[src/rtl/stream_mux_2_1.sv]
`default_nettype none
// ============================================================================
// Module   : stream_mux_2_1
// Brief    : Two-input to one-output registered stream multiplexer with
//            valid/ready handshakes and a single output pipeline stage.
//            s reports which input the word in y came from.
//            Build option STREAM_MUX_RR_EN: when defined, contention is
//            resolved round-robin via a last-granted pointer; when undefined,
//            channel 0 has fixed priority and no pointer is built.
// Revision : 1.0 - initial release
// ============================================================================
module stream_mux_2_1 #(
  parameter int unsigned WIDTH = 8
) (
  input  logic             clk,
  input  logic             rst_n,
  input  logic [WIDTH-1:0] a0,
  input  logic             v0,
  output logic             r0,
  input  logic [WIDTH-1:0] a1,
  input  logic             v1,
  output logic             r1,
  output logic [WIDTH-1:0] y,
  output logic             yv,
  input  logic             yr,
  output logic             s
);

  logic [WIDTH-1:0] r_y;
  logic             r_yv;
  logic             r_s;

  logic             w_ld;     // output register may take a new word
  logic             w_any;    // at least one channel is requesting
  logic             w_g;      // granted channel, meaningful only with w_any

  assign w_ld  = !r_yv || yr;
  assign w_any = v0 || v1;

`ifdef STREAM_MUX_RR_EN
  logic r_lp;

  // Last-granted pointer; resets to 1 so channel 0 wins the first contention
  always_ff @(posedge clk) begin
    if (!rst_n) begin
      r_lp <= 1'b1;
    end else if (w_ld && w_any) begin
      r_lp <= w_g;
    end
  end

  // Round-robin grant: a lone requester wins, contention goes to the other side
  always_comb begin
    w_g = 1'b0;
    if (v0 && v1) begin
      w_g = !r_lp;
    end else if (v1) begin
      w_g = 1'b1;
    end
  end
`else
  // Fixed-priority grant: channel 0 wins whenever it requests
  always_comb begin
    w_g = 1'b0;
    if (!v0 && v1) begin
      w_g = 1'b1;
    end
  end
`endif

  // Readies are forced low during reset so producers never see an acceptance
  assign r0 = rst_n && w_ld && v0 && !w_g;
  assign r1 = rst_n && w_ld && v1 &&  w_g;

  // Output stage: load the granted word, empty on no grant, hold on stall
  always_ff @(posedge clk) begin
    if (!rst_n) begin
      r_y  <= '0;
      r_yv <= 1'b0;
      r_s  <= 1'b0;
    end else if (w_ld) begin
      if (w_any) begin
        r_y  <= w_g ? a1 : a0;
        r_s  <= w_g;
        r_yv <= 1'b1;
      end else begin
        r_yv <= 1'b0;
      end
    end
  end

  assign y  = r_y;
  assign yv = r_yv;
  assign s  = r_s;

endmodule
`default_nettype wire

[config.mk]
export PLATFORM = sky130hd
export DESIGN_NAME = stream_mux_2_1
export DESIGN_NICKNAME = d
export VERILOG_FILES = /design/src/rtl/stream_mux_2_1.sv
export SDC_FILE = /design/constraint.sdc
export NUM_CORES = 1
export LEC_CHECK = 0
export CAP_MARGIN = 20
export CORE_MARGIN = 10
export CORE_UTILIZATION = 34
export DETAILED_ROUTE_END_ITERATION = 10
export GPL_ROUTABILITY_DRIVEN = 0
export PLACE_DENSITY = 0.75
export SYNTH_ARGS = -nofsm -noshare
export SYNTH_HDL_FRONTEND = slang
export SYNTH_SLANG_ARGS = --single-unit
[constraint.sdc]
create_clock -name clk -period 2.6 [get_ports clk]
set_clock_uncertainty 0.15 [all_clocks]
set_input_delay 0.52 -clock clk [delete_from_list [all_inputs] [get_ports clk]]
set_output_delay 0.52 -clock clk [all_outputs]
set_load 0.03 [all_outputs]
==> impl_metrics.toml <==
[critical_path]
cpMaxStageDelayCell = "clkdlybuf4s50_1"
cp_num_buf_inv = 2
critPathKind = "in -> out"
slowest_delay_ps = 540
r2r_start = "yv"
critPathTopFamily = "buffers and inverters"
path_cells = "clkdlybuf4s50_1 > nor2b_1 > and3_1 > buf_4"
rr_worst_depth = 4
crit_path_max_fanout = 5
cp-start-kind = "primary input"
arrival_ps = 1600
endpoint_kind = "primary output"
r2r-end = "y[1]"
reg2reg_slack_ps = 1300
required_ps = 1930

[synthesis]
yosys.area.top_type = "dfxtp_1"
yosysSeqAreaShare_pct = 37.2
yosysWarningCount = 0
synthCells = 59
syn_nets = 80
avgSynthCellArea_um2 = 9.12
post-synth-top-area-fraction_pct = 37.2
synth_cell_type_count = 17
synthXorXnorAreaFrac_pct = 0
synth-compound-area-share_pct = 35.1
netlist_area_um2 = 538
synth_area_leaders = "dfxtp_1 (37%), a311oi_2 (20%), nand2_1 (11%)"
synth_simple_gate_area_share_pct = 20.5
synth.area.mux_share_pct = 0
synth_top_family_by_area = "compound AO/OA/AOI/OAI gates"
synth_fa_ha_area_share_pct = 0
synth-seq-cells = 10

[floorplanning]
start_util_pct = 35.7
core_um2 = 1510
die_h_um = 59.8
io_pins = 33
die_x_um = 59.8
dieArea_um2 = 3570
placementRows = 14

[min_path]
hold_path_end = "s"
hold_start = "s"
worstHoldPathCells = 2
hp-class = "reg -> reg"

[placed_design]
placed_area_um2 = 853
dp.cells = 104
place_ws_ps = 329
portBuffers = 32
dpl.hpwl_um = 1270

[global_route]
gr-total-overflow = 0
antenna_found_initial = 0
grt_usage_pct = 8.98
grt_pass1_wl_um = 2470
grt_start_max_net_pins = 11
grt_pass1_vias = 541

[clock_network]
cts_setup_buffers = 0
ctsHtreeMaxLevel = 1
cts_buffer_depth = 2
clk_pin_slew_ps = 70
clockRootBuffer = "clkbuf_4"
worstSkewPairLatency_ps = 260
cts_tree = "built"
cts_sinks = 10
post_cts_resized = 0
hold_buffers = 0
cts_buffers = 3

[timing]
drv_slew = 0
fin_setup_tns_ps = 0
setup_viol = 0
hold_violations = 0
relSlewSlack_pct = 72.3
fin_crit_sh_pct = 87.4
rsz0062_at_grt = "false"
fin_hold_ws_ps = 375
finalWorstSetupSlack_ps = 329
max_freq_mhz = 440
min_period_ps = 2270
tightestPinTransition_ps = 413

[route]
first_pass_iters = 3
drc = 0
finalWirelength_um = 1580
avgViaCountPerCell = 4.98
wl_per_cell_um = 14.6
dr_total_vias = 538
drtAntennaViolNets = 0
first_iter_violations = 3

[final_layout]
nFillCells = 146
antenna_cells = 0
final_cell_count_no_fill = 108
nets = 114
stdcell_area_um2 = 890
final_core_util_pct = 59.1
drive_gt1_share_pct = 18.5
final_common_cell = "clkdlybuf4s50_1"
area_growth_pct = 65.3
layout_common_cells = "clkdlybuf4s50_1 (30), nand2_1 (16), a21oi_1 (10), dfxtp_1 (10), a311oi_2 (7)"

[power_and_ir_drop]
p_total_mw = 0.461
power.static_leakage_nw = 0.338
power_per_cell_area_nw_per_um2 = 519
ir_drop_v = 0.000201

[outcome]
status = "completed"

[run]
max_cap_viol_count = 0
-- where the power goes --
group	leakage (nW)	internal, mW	switching [mW]
clock	0.0210	0.0850	0.0536
combinational	0.234	0.0745	0.0743
sequential	0.0832	0.167	0.00695
-- layout make-up --
type                    instances  area [um^2]  share of cell area, %
clock buffers                   4         36.3                   4.08
inverters                       1         3.75                  0.422
multi-input cells              43          299                   33.6
flip-flops and latches         10          200                   22.5
well taps                      16         20.0                   2.25
repair buffers                 34          330                   37.1
-- how the worst max path moves through the flow --
| stage | to | start | slack (ps) | cells past startpoint |
|---|---|---|---|---|
| after floorplan | r1 | v1 | 700 | 3 |
| after global placement | r1 | v1 | 410 | 4 |
| after detailed placement | r1 | v1 | 330 | 4 |
| after CTS | r1 | v1 | 320 | 4 |
| after global routing | r1 | v1 | 250 | 4 |
| final | r1 | v1 | 330 | 4 |
-- synth_stat cells --
library cell  count
a311oi_4          1
nor2_1            1
and3_1            2
or2_1             1
buf_6             2
nor2b_1           1
clkbuf_1          1
buf_2             1
a21oi_1          10
nand2_1          16
a311oi_2          7
dfxtp_1          10
nand2b_1          2
clkinv_1          1
a211oi_1          1
buf_1             1
and2_4            1
-- cell families after synthesis --
family | after synthesis
buf+inv | 6
flops | 10
compound gates | 19
simple gates | 24
-- layer usage --
layer	global-route usage, %	up-vias	part of all wire (%)
met4	4.81	0	1.5
met2	13.2	27	41
met1	10.2	232	46
met5	0	-	0
li1	-	275	-
met3	4.66	4	11
-- state kept, by name, summed over array words and instances, names as in the netlist --
signal / flops
s: 1
y: 8
yv: 1
-- worst min-delay path, delay by kind of cell, from the launching register on --
kind           cells  cell delay (ps)
AO/OA/AOI/OAI      2              170
flip-flops         1              310
(Power assumes the default switching activity.)
